<file path="config.mk">
export PLATFORM = sky130hd
export DESIGN_NAME = instr_dispatch_flat
export DESIGN_NICKNAME = d
export VERILOG_FILES = /design/src/rtl/instr_dispatch_if.sv /design/src/rtl/instr_dispatch.sv /design/src/flat_wrapper.sv
export SDC_FILE = /design/constraint.sdc
export NUM_CORES = 1
export LEC_CHECK = 0
export ABC_AREA = 1
export CAP_MARGIN = 30
export CELL_PAD_IN_SITES_DETAIL_PLACEMENT = 1
export CELL_PAD_IN_SITES_GLOBAL_PLACEMENT = 2
export CORE_MARGIN = 2
export CORE_UTILIZATION = 26
export CTS_CLUSTER_DIAMETER = 150
export CTS_CLUSTER_SIZE = 30
export DETAILED_ROUTE_END_ITERATION = 7
export GPL_ROUTABILITY_DRIVEN = 0
export GPL_TIMING_DRIVEN = 0
export PLACE_DENSITY = 0.88
export SLEW_MARGIN = 20
export SYNTH_ARGS = -nofsm -noshare
export SYNTH_HDL_FRONTEND = slang
export SYNTH_SLANG_ARGS = --single-unit
export TNS_END_PERCENT = 50
</file>
<file path="constraint.sdc">
create_clock -name i_clk -period 7.05 [get_ports i_clk]
set_input_delay 1.41 -clock i_clk [delete_from_list [all_inputs] [get_ports i_clk]]
set_output_delay 1.41 -clock i_clk [all_outputs]
set_load 0.02 [all_outputs]
</file>
<file path="src/rtl/instr_dispatch_if.sv">
`default_nettype none
// ============================================================================
// Module   : instr_dispatch_if
// Purpose  : Buffer-side and backend-side signal bundle for instr_dispatch.
// Revision : 1.0 - initial release
// ============================================================================
interface instr_dispatch_if #(
  parameter int DATA_W  = 64,
  parameter int CREDITS = 8
);
  localparam int CNT_W = $clog2(CREDITS + 1);

  // Lane word: bit 0 = valid, [DATA_W:1] = payload
  logic [1:0][DATA_W:0] i_instrs;
  logic                 o_dequeue;
  logic                 i_flush;
  logic                 i_be_stall;
  logic [1:0]           i_credit_ret;
  logic [1:0][DATA_W:0] o_instrs;
  logic [CNT_W-1:0]     o_credits;

  modport slave (
    input  i_instrs, i_flush, i_be_stall, i_credit_ret,
    output o_dequeue, o_instrs, o_credits
  );

  modport master (
    output i_instrs, i_flush, i_be_stall, i_credit_ret,
    input  o_dequeue, o_instrs, o_credits
  );
endinterface
`default_nettype wire

</file>
<file path="src/rtl/instr_dispatch.sv">
`default_nettype none
// ============================================================================
// Module   : instr_dispatch
// Purpose  : Two-slot in-order dispatcher, credit and stall gated, with lane
//            compaction. Optional counters enabled by DISPATCH_STATS_EN.
// Revision : 1.0 - initial release
// ============================================================================
module instr_dispatch #(
  parameter int DATA_W  = 64,
  parameter int CREDITS = 8
) (
  input  logic               i_clk,
  input  logic               i_rst,
  instr_dispatch_if.slave    bus
`ifdef DISPATCH_STATS_EN
  ,
  output logic [31:0]        o_stat_disp,
  output logic [31:0]        o_stat_cstall
`endif
);
  localparam int CNT_W = $clog2(CREDITS + 1);
  localparam logic [CNT_W-1:0] C_CREDITS     = CNT_W'(CREDITS);
  localparam logic [CNT_W-1:0] C_TWO         = CNT_W'(2);
  localparam logic [CNT_W:0]   C_CREDITS_EXT = (CNT_W + 1)'(CREDITS);

  logic [1:0]             hold_v_q, hold_v_d;
  logic [1:0][DATA_W-1:0] hold_pl_q, hold_pl_d;
  logic [CNT_W-1:0]       cnt_q, cnt_d;

  logic                   w_iss0, w_iss1, w_drain, w_dequeue;
  logic [CNT_W:0]         w_cnt_sum;

  always_comb begin
    w_iss0 = hold_v_q[0] & ~bus.i_be_stall & (cnt_q != '0) & ~bus.i_flush & ~i_rst;
    w_iss1 = w_iss0 & hold_v_q[1] & (cnt_q >= C_TWO);
    // h1 is never valid alone, so an empty h0 means the hold is empty
    w_drain   = (~hold_v_q[0] | w_iss0) & (~hold_v_q[1] | w_iss1);
    w_dequeue = w_drain & ~bus.i_flush & ~i_rst;

    w_cnt_sum = {1'b0, cnt_q} - (CNT_W + 1)'(w_iss0) - (CNT_W + 1)'(w_iss1)
              + (CNT_W + 1)'(bus.i_credit_ret);
    cnt_d     = (w_cnt_sum > C_CREDITS_EXT) ? C_CREDITS : w_cnt_sum[CNT_W-1:0];

    hold_v_d  = hold_v_q;
    hold_pl_d = hold_pl_q;
    if (bus.i_flush) begin
      hold_v_d = 2'b00;
    end else if (w_dequeue) begin
      if (bus.i_instrs[0][0]) begin
        hold_v_d     = {bus.i_instrs[1][0], 1'b1};
        hold_pl_d[0] = bus.i_instrs[0][DATA_W:1];
        hold_pl_d[1] = bus.i_instrs[1][DATA_W:1];
      end else begin
        // Compact a lone lane-1 instruction into h0
        hold_v_d     = {1'b0, bus.i_instrs[1][0]};
        hold_pl_d[0] = bus.i_instrs[1][DATA_W:1];
      end
    end else if (w_iss0 & ~w_iss1 & hold_v_q[1]) begin
      hold_v_d     = 2'b01;
      hold_pl_d[0] = hold_pl_q[1];
    end
  end

  always_ff @(posedge i_clk) begin
    if (i_rst) begin
      hold_v_q <= 2'b00;
      cnt_q    <= C_CREDITS;
    end else begin
      hold_v_q <= hold_v_d;
      cnt_q    <= cnt_d;
    end
    hold_pl_q <= hold_pl_d;
  end

  // The backend must never return more entries than it holds
  always_ff @(posedge i_clk) begin
    if (!i_rst) begin
      assert (w_cnt_sum <= C_CREDITS_EXT);
    end
  end

  assign bus.o_instrs[0] = {hold_pl_q[0], w_iss0};
  assign bus.o_instrs[1] = {hold_pl_q[1], w_iss1};
  assign bus.o_dequeue   = w_dequeue;
  assign bus.o_credits   = cnt_q;

`ifdef DISPATCH_STATS_EN
  logic [31:0] stat_disp_q, stat_disp_d;
  logic [31:0] stat_cstall_q, stat_cstall_d;

  always_comb begin
    stat_disp_d   = stat_disp_q + 32'(w_iss0) + 32'(w_iss1);
    stat_cstall_d = stat_cstall_q
                  + 32'(hold_v_q[0] & ~bus.i_be_stall & ~bus.i_flush & (cnt_q == '0));
  end

  always_ff @(posedge i_clk) begin
    if (i_rst) begin
      stat_disp_q   <= '0;
      stat_cstall_q <= '0;
    end else begin
      stat_disp_q   <= stat_disp_d;
      stat_cstall_q <= stat_cstall_d;
    end
  end

  assign o_stat_disp   = stat_disp_q;
  assign o_stat_cstall = stat_cstall_q;
`endif
endmodule
`default_nettype wire

</file>
<file path="src/flat_wrapper.sv">
// flat-port wrapper written by rule: the top's interface ports become plain ports
module instr_dispatch_flat 
#(
  parameter int DATA_W  = 64,
  parameter int CREDITS = 8
)
  (i_clk, i_rst, bus_i_instrs, bus_i_flush, bus_i_be_stall, bus_i_credit_ret, bus_o_dequeue, bus_o_instrs, bus_o_credits);
  instr_dispatch_if #(.DATA_W(DATA_W), .CREDITS(CREDITS)) bus_i ();
  input  logic i_clk;
  input  logic i_rst;
  input wire logic [$bits(bus_i.i_instrs)-1:0] bus_i_instrs;
  input wire logic [$bits(bus_i.i_flush)-1:0] bus_i_flush;
  input wire logic [$bits(bus_i.i_be_stall)-1:0] bus_i_be_stall;
  input wire logic [$bits(bus_i.i_credit_ret)-1:0] bus_i_credit_ret;
  output wire logic [$bits(bus_i.o_dequeue)-1:0] bus_o_dequeue;
  output wire logic [$bits(bus_i.o_instrs)-1:0] bus_o_instrs;
  output wire logic [$bits(bus_i.o_credits)-1:0] bus_o_credits;
  assign bus_i.i_instrs = bus_i_instrs;
  assign bus_i.i_flush = bus_i_flush;
  assign bus_i.i_be_stall = bus_i_be_stall;
  assign bus_i.i_credit_ret = bus_i_credit_ret;
  assign bus_o_dequeue = bus_i.o_dequeue;
  assign bus_o_instrs = bus_i.o_instrs;
  assign bus_o_credits = bus_i.o_credits;
  instr_dispatch #(.DATA_W(DATA_W), .CREDITS(CREDITS)) u_core (.i_clk(i_clk), .i_rst(i_rst), .bus(bus_i));
endmodule
</file>
After elaboration in Yosys (flattened, before gate mapping)
Cells that the tools add are included.

storage, ports and cells
  register bits after elaboration = 134
  input port bits = 136
  output and inout port bits = 135
  word-level logic and storage cells = 40

cells by class
  add/subtract/negate cells = 3
  magnitude comparators = 2
  mux-type cells = 6
  bitwise gates (word level) = 19
  reduce and logical (&&, ||, !) cells = 6

operators with widths
  operator              count
  $mux W64              3
  $and A1 B1 Y1         11
  $mux W2               3
  $not A1 Y1            6
  $add A5 B2 Y5         1
  $gt A5 B4 Y1 const B  1
  $sub A4 B1 Y5         1
  $sub A5 B1 Y5         1
  $ge A4 B2 Y1 const B  1
  $reduce_bool A4 Y1    1
  $reduce_or A2 Y1      2
  $reduce_and A3 Y1     1
  $or A1 B1 Y1          2
  $reduce_and A2 Y1     1
  $reduce_bool A2 Y1    1

Depth between registers and ports, before layout
  depth in word-level cells = 13
  gate-level depth with buffers = 15
  mapped depth without buffers = 15

Worst setup path after synthesis
Ideal clock, no wire load.

  path type = input port to flip-flop
  from = input i_rst
  to = register u_core.hold_pl_q (netlist bit u_core.bus.o_instrs[10]) (enable)
  setup time = 0.508 ns
  arrival time = 5.223 ns
  required time = 6.542 ns
  slack = 1.320 ns
  stages on the path = 8
  path buffers = 0
  path through = inv_1 -> nand2_2 -> nor2_2 -> nand2_1 -> inv_1 -> ha_1 -> nand2_1 -> a21oi_1

on the way
  longest elaborated chain between the ends = 10
  elaborated cells on any way between the ends = 14
  those cells by class = bitwise: 12; reduce/logical: 2

RTL lines
  item                                   RTL line              RTL
  from (decl)                            flat_wrapper.sv:10    input logic i_rst;
  $not A1 Y1 *                           instr_dispatch.sv:34  w_iss0 = hold_v_q[0] & ~bus.i_be_stall & (cnt_q != '0) & ~bus.i_flush & ~i_rst;
  $and A1 B1 Y1 *                        instr_dispatch.sv:34
  named net u_core.w_iss0                instr_dispatch.sv:30  logic w_iss0, w_iss1, w_drain, w_dequeue;
  $and A1 B1 Y1 (2 in a row)             instr_dispatch.sv:35  w_iss1 = w_iss0 & hold_v_q[1] & (cnt_q >= C_TWO);
  $or A1 B1 Y1                           instr_dispatch.sv:37  w_drain = (~hold_v_q[0] | w_iss0) & (~hold_v_q[1] | w_iss1);
  $and A1 B1 Y1                          instr_dispatch.sv:37
  $and A1 B1 Y1 (2 in a row)             instr_dispatch.sv:38  w_dequeue = w_drain & ~bus.i_flush & ~i_rst;
  $reduce_bool A2 Y1 (no source line) *  n/a
  $reduce_and A2 Y1 (no source line) *   n/a
  to (signal assigned)                   instr_dispatch.sv:72  hold_pl_q <= hold_pl_d;
  to (decl)                              instr_dispatch.sv:27  logic [1:0][DATA_W-1:0] hold_pl_q, hold_pl_d;

The timed path passes the listed nets; every way through them passes the cells marked *.
A chain may end at the register's enable or synchronous reset.

Final worst setup path
  from = input bus_i_flush
  to = output bus_o_dequeue

on the way
  longest elaborated chain between the ends = 9
  elaborated cells on any way between the ends = 10
  those cells by class = bitwise: 10

RTL lines
  item                           RTL line              RTL
  from (decl)                    flat_wrapper.sv:12    input wire logic [$bits(bus_i.i_flush)-1:0] bus_i_flush;
  $not A1 Y1 (no source line) *  n/a
  $and A1 B1 Y1 (2 in a row)     instr_dispatch.sv:34
  $and A1 B1 Y1 (2 in a row)     instr_dispatch.sv:35
  $or A1 B1 Y1                   instr_dispatch.sv:37
  $and A1 B1 Y1                  instr_dispatch.sv:37
  $and A1 B1 Y1 * (2 in a row)   instr_dispatch.sv:38
  to (decl)                      flat_wrapper.sv:15    output wire logic [$bits(bus_i.o_dequeue)-1:0] bus_o_dequeue;

Every way passes the cells marked *; elsewhere a longest branch is shown, timed or not.

==> results_dict.tcl <==
set metrics [dict create \
    initial_utilization_pct 26.4 \
    worst-path-max-fanout 10 \
    drv.max_cap_violation_count 0 \
    power_switching_share_pct 24.8 \
    vias_per_cell 4.40 \
    post_synth_instance_area_sq_um 5770 \
    worst_setup_hold_path_clk_slew_ns 0.06 \
    remaining_drc_errors 0 \
    max_slew_margin_pct 61.5 \
    dr_total_vias 4455 \
    grt_antenna_before_repair 2 \
    critPathCaptureType "output port" \
    clock_buffers_created_by_tritoncts 17 \
    synth.yosys.seq_area_share_pct 68.7 \
    design.portCount 271 \
    drt.antenna.violating_nets 0 \
    placeableCoreArea_sq_um 21800 \
    route.detailed.wl_per_inst_microns 19.1 \
    die_h_microns 153 \
    synth_cells 423 \
    worst_path_largest_cell_delay_ns 0.55 \
    clock_tree.buffer_depth 2 \
    outcome "completed" \
    synth_top_family_by_area "multiplexers" \
    seq_area_sq_um 3960 \
    skew_ns 0.0117 \
    grt_pass1_vias 5039 \
    synth_compound_gate_area_share_pct 6.05 \
    global_route.overflow_total 0 \
    worstSetupPathType "in -> out" \
    timing.final.setup_violations 0 \
    tritoncts_clock_tree "built" \
    synthToLayoutAreaGrowth_pct 67.0 \
    fmaxAchievable_mhz 207 \
    finalHoldViolCount 0 \
    simple_gate_area_share_of_the_yosys_netlist_pct 6.96 \
    p_sw_uw 572 \
    htree_levels 4 \
    ir_drop_mv 0.154 \
    synth.lib_cells_used.distinct 24 \
    iter_0_drt_violations 195 \
    comb_power_share_pct 16.7 \
    filler_cell_count 2292 \
    pwr_per_cell_area_nw_per_um2 240 \
    final_tns_setup_ns 0 \
    syn-mean-instance-area_sq_um 13.6 \
    fp-row-count 54 \
    grt_util_all_layers_pct 16.7 \
    worst_skew_pair.late_latency_ns 0.42 \
    detailedRoute.firstPassIterationCount 4 \
    crit_path_cell_trace "clkdlybuf4s50_1 -> inv_1 -> nand2_2 -> nor2_2 -> nand2_1 -> nand2_2 -> nand2_4 -> buf_2 -> inv_1 -> clkdlybuf4s50_1" \
    grt_pass1_wl_microns 29600 \
    floorplan.die_area_sq_um 23400 \
    ys_seq_elements 134 \
    worst_tran_pin_value_ns 0.578 \
    grt_setup_unrepaired "false" \
    die_x_microns 153 \
    cts.sink_count 134 \
    fin_nets 864 \
    synth_fa_ha_area_share_pct 2.56 \
    place.port_buffers 269 \
    hold_path.class "reg -> reg" \
    multi_input_comb_area_sq_um 1580 \
    cts_resized 0 \
    arrival_time_reported_for_the_critical_path_endpoint_ns 3.43 \
    slew_violations 0 \
    worst-endpoint-required_ns 5.64 \
    final_core_util_pct 44.2 \
    critPathLaunchType "input port" \
    internal-power_uw 1740 \
    finalWorstPathRequiredPeriod_ns 4.84 \
    totalWireLength_microns 19300 \
    ctsHoldBuffers 0 \
    p_leak_uw 0.00369 \
    power_share_of_the_clock_group_pct 43.0 \
    seq_power_share_pct 40.3 \
    clockRootBuffer "clkbuf_16" \
    finalCritPeriodShare_pct 68.7 \
    post-dp-hpwl_microns 14700 \
    synth_xor_xnor_area_share_pct 0.303 \
    crit_path_top_delay_cell "clkdlybuf4s50_1" \
    synth_mux_area_share_pct 11.1 \
    layout-drive-gt1-share_pct 8.90 \
    yosysWarningCount 0 \
    synth_fp_nets 569 \
    post_cts.repair.setup_buffers 0 \
    grt_max_degree 23 \
]
==> routing by layer <==
layer	routed length, microns	GRT usage (%)	vias up
li1	-	-	2120
met1	7840	19.5	2116
met2	9710	28.7	173
met3	978	3.88	46
met4	782	8.47	0
met5	0	0	-
==> worst max-delay path: cells and delay by family <==
| kind | cells | cell delay [ns] |
|---|---|---|
| simple gates | 5 | 0.48 |
| buf+inv | 5 | 1.53 |
==> cell families (layout without fill, tap and decap cells) <==
group / count (synthesis) / count (layout)
flip-flops: 134 / 134
XOR/XNOR: 2 / 2
adder cells (fa/ha/maj): 10 / 10
AO/OA/AOI/OAI: 69 / 69
buffers and inverters: 47 / 354
multiplexers: 64 / 64
AND/OR/NAND/NOR: 97 / 97
other: 0 / 2
==> layout by cell type, fill, tap and decap left out <==
| cell | count |
|---|---|
| inv_6 | 3 |
| a21oi_2 | 1 |
| edfxtp_1 | 128 |
| a21oi_4 | 1 |
| nor2_4 | 1 |
| ha_1 | 7 |
| nand2_2 | 4 |
| buf_12 | 2 |
| nand3_1 | 10 |
| xnor2_1 | 1 |
| clkdlybuf4s50_1 | 269 |
| dfxtp_1 | 6 |
| a21oi_1 | 3 |
| clkbuf_1 | 3 |
| clkinvlp_4 | 3 |
| nand2_1 | 74 |
| nand2_4 | 1 |
| clkinv_1 | 1 |
| clkinv_4 | 1 |
| mux2i_1 | 64 |
| diode_2 | 2 |
| nand3b_1 | 1 |
| o21ai_1 | 64 |
| xor2_1 | 1 |
| nor2_1 | 4 |
| nor3_1 | 1 |
| buf_4 | 3 |
| buf_1 | 2 |
| buf_8 | 2 |
| nor2_2 | 1 |
| buf_6 | 7 |
| inv_1 | 23 |
| bufinv_16 | 5 |
| fa_1 | 3 |
| inv_8 | 1 |
| clkbuf_16 | 17 |
| buf_2 | 9 |
| buf_16 | 3 |
==> state kept, by name, indices dropped and copies added, names as in the netlist <==
register              count
u_core.hold_v_q           2
u_core.bus.o_instrs     128
u_core.bus.o_credits      4
==> layout make-up <==
class / count / share of cell area (%)
sequential: 134 / 41.1
timing repair buffer: 276 / 29.5
multi-input combinational: 242 / 16.3
clock buffer: 17 / 4.41
tap: 280 / 3.63
clock inverter: 14 / 2.31
buffer: 24 / 1.71
inverter: 23 / 0.896
antenna: 2 / 0.0519
==> cell usage after synthesis, drive strengths merged <==
cell    instances  share of area (%)
a21oi           5               0.50
buf            21                2.7
clkbuf          3               0.20
dfxtp           6                2.1
edfxtp        128                 67
fa              3                1.0
ha              7                1.5
inv            23                1.5
mux2i          64                 11
nand2          79                5.4
nand3          10               0.87
nand3b          1               0.13
nor2            6               0.43
nor3            1              0.087
o21ai          64                5.5
xnor2           1               0.15
xor2            1               0.15
==> worst paths after layout <==
path	from	to	slack (ns)	cells after the start
setup / recovery	bus_i_flush	bus_o_dequeue	2.21	10
hold / removal	u_core.bus.o_instrs[91]$_DFFE_PP_	u_core.bus.o_instrs[26]$_DFFE_PP_	0.56	2
hold reg to reg	u_core.bus.o_instrs[91]$_DFFE_PP_	u_core.bus.o_instrs[26]$_DFFE_PP_	0.56	2
setup reg to reg	u_core.bus.o_credits[2]$_SDFF_PP0_	u_core.bus.o_credits[2]$_SDFF_PP0_	3.72	15
==> power by group through the flow <==
stage | clock network (uW) | registers [uW] | logic, uW
final | 992 | 930 | 387
after global routing | 1040 | 934 | 428
after CTS | 1020 | 930 | 395
after detailed placement | 0 | 947 | 391
after global placement | 0 | 951 | 378
after floorplan | 0 | 988 | 149
==> stage by stage <==
stage	setup slack [ns]	hold WS (ns)	power, uW	cells	instance area [sq um]
final	2.21	0.558	2310	1012	9640
after detailed placement	2.19	0.548	1340	979	8990
after global routing	2.08	0.583	2400	1012	9640
after global placement	-1.60	0.515	1330	972	8810
after floorplan	1.32	0.491	1140	423	5770
after CTS	2.18	0.564	2340	1010	9630
(Power assumes the default switching activity.)
==> RTL edit (same settings) <==
`CREDITS` is set to 8 in 3 places; all go to 4.
--- a/src/rtl/instr_dispatch_if.sv
+++ b/src/rtl/instr_dispatch_if.sv
@@ -7,5 +7,5 @@
 interface instr_dispatch_if #(
   parameter int DATA_W  = 64,
-  parameter int CREDITS = 8
+  parameter int CREDITS = 4
 );
   localparam int CNT_W = $clog2(CREDITS + 1);
--- a/src/rtl/instr_dispatch.sv
+++ b/src/rtl/instr_dispatch.sv
@@ -8,5 +8,5 @@
 module instr_dispatch #(
   parameter int DATA_W  = 64,
-  parameter int CREDITS = 8
+  parameter int CREDITS = 4
 ) (
   input  logic               i_clk,
--- a/src/flat_wrapper.sv
+++ b/src/flat_wrapper.sv
@@ -3,5 +3,5 @@
 #(
   parameter int DATA_W  = 64,
-  parameter int CREDITS = 8
+  parameter int CREDITS = 4
 )
   (i_clk, i_rst, bus_i_instrs, bus_i_flush, bus_i_be_stall, bus_i_credit_ret, bus_o_dequeue, bus_o_instrs, bus_o_credits);
Interface: changed (resized bus_o_credits); port bits go from 271 to 270. No check against the original RTL was run, so the function may have changed too.
==> RTL edit against the original RTL <==
Sequential cell count decreased by 1. Area after synthesis grew 12%. Worst setup slack got worse by 0.042 ns. Critical path type unchanged. Utilization down 1.9 points. Final area up 6.6%. Final cell count is 3.4% higher. Combinational power about the same. Highest routed layer unchanged. Largest power group is now sequential cells. Wire length shrank 1.4%. Critical endpoint unchanged. Total power down 8.2%.
==> RTL edit: results (changes against the original RTL) <==
stage;metric;value;unit;change
run_status;status;finished clean;;unchanged
logic_synthesis;netlist_instances;413;;was 423
global_routing;grt_pass1_wl;29.0;mm;was 29.6 mm
logic_synthesis;synth_nets;557;;was 569
global_routing;grt_pass1_vias;4894;;was 5039
drt;drt_iter0_markers;178;;was 195
power;ir_drop;0.130;mV;was 0.154 mV
logic_synthesis;yosysSeqAreaShare;61.2;%;was 68.7%
place;dpl_worst_slack;2.14;ns;was 2.19 ns
worst_setup_path;reg2reg_from;u_core.bus.o_credits[1];;was u_core.bus.o_credits[2]
logic_synthesis;synthDistinctLibCells;25;;was 24
hold_path;min_from;u_core.hold_v_q[1];;was u_core.bus.o_instrs[91]
drt;vias_per_cell;4.19;;was 4.40
power;p_leak;3.87;nW;was 3.69 nW
logic_synthesis;synth_xor_area_share;0.136;%;was 0.303%
place;place_inst;1012;;was 979
timing;clock_skew;0.0101;ns;was 0.0117 ns
finish;drive_above_1_share;27.1;%;was 8.90%
global_routing;grt_start_max_net_pins;20;;was 23
drt;first_pass_iters;4;;unchanged
logic_synthesis;synth_compound_area_share;8.78;%;was 6.05%
global_routing;track_usage;14.9;%;was 16.7%
place;dp.final_hpwl;14.6;mm;was 14.7 mm
finish;fillerInstances;2502;;was 2292
drt;wirelength;19.1;mm;was 19.3 mm
place;io_buffers;268;;was 269
timing;relSlewSlack;63.6;%;was 61.5%
logic_synthesis;synthAdderAreaFrac;1.90;%;was 2.56%
==> RTL edit: changes by cell type after synthesis, moves of 3 or more <==
cell,change
nand2_4,+60
buf_12,+7
buf_2,+5
clkbuf_1,-3
buf_6,-6
o21ai_1,-60
nand2_1,-61
o21ai_2,+60
nand3_1,-5
inv_1,-4
==> RTL edit: cell type report <==
type,instances,area share [%]
Sequential cell,133,38.4
Timing Repair Buffer,275,28.0
Multi-Input combinational cell,235,21.4
Clock buffer,17,4.14
Tap cell,324,3.94
Buffer,24,2.30
Clock inverter,15,1.03
Inverter,21,0.767
Antenna cell,2,0.0487
==> RTL edit: report_power, final <==
| part | switching, mW | total [mW] | internal, mW |
|---|---|---|---|
| registers | 0.0186 | 0.923 | 0.905 |
| logic | 0.190 | 0.387 | 0.196 |
| clock network | 0.359 | 0.808 | 0.450 |
| total | 0.567 | 2.12 | 1.55 |
==> RTL edit: layer usage <==
| layer | global-route usage [%] | part of all wire, % | vias to the layer above |
|---|---|---|---|
| met5 | 0 | 0 | - |
| met4 | 4.99 | 2.2 | 0 |
| met3 | 5.55 | 7.8 | 24 |
| met2 | 24.9 | 49 | 183 |
| met1 | 17.7 | 41 | 2072 |
| li1 | - | - | 2099 |
==> RTL edit: final timing paths <==
check                                 end  slack, ns  cells past startpoint
setup reg to reg  u_core.bus.o_credits[1]       4.08                     15
hold / removal         u_core.hold_v_q[1]       0.53                      2
hold reg to reg        u_core.hold_v_q[1]       0.53                      2
setup / recovery            bus_o_dequeue       2.17                     10
==> RTL edit: kinds of logic (layout without fill, tap and decap cells) <==
kind of cell               count (synthesis)  count (layout)
AOI/OAI and AO/OA                         68              68
xor gates and xnor gates                   1               1
adders and majority gates                  8               8
buffers and inverters                     45             352
DFF                                      133             133
muxes                                     64              64
other                                      0               2
and+or+nand+nor                           94              94
==> RTL edit: metrics by stage <==
stage	instance area, um2	total power, mW
after detailed placement	9740	1.33
after global routing	10300	2.22
final	10300	2.12
after floorplan	6440	1.14
after global placement	9530	1.32
after CTS	10300	2.16
==> RTL edit: worst register-to-register path: stages, from the launching register on <==
cell,delay [ns]
dfxtp_1,0.34
nor2_2,0.14
nand2_1,0.06
nand2_1,0.10
inv_1,0.09
fa_1,0.54
fa_1,0.41
inv_1,0.07
ha_1,0.16
inv_1,0.06
fa_1,0.38
xor2_1,0.20
a21oi_1,0.06
nor2_1,0.11
nand3_1,0.10
nor2_1,0.10
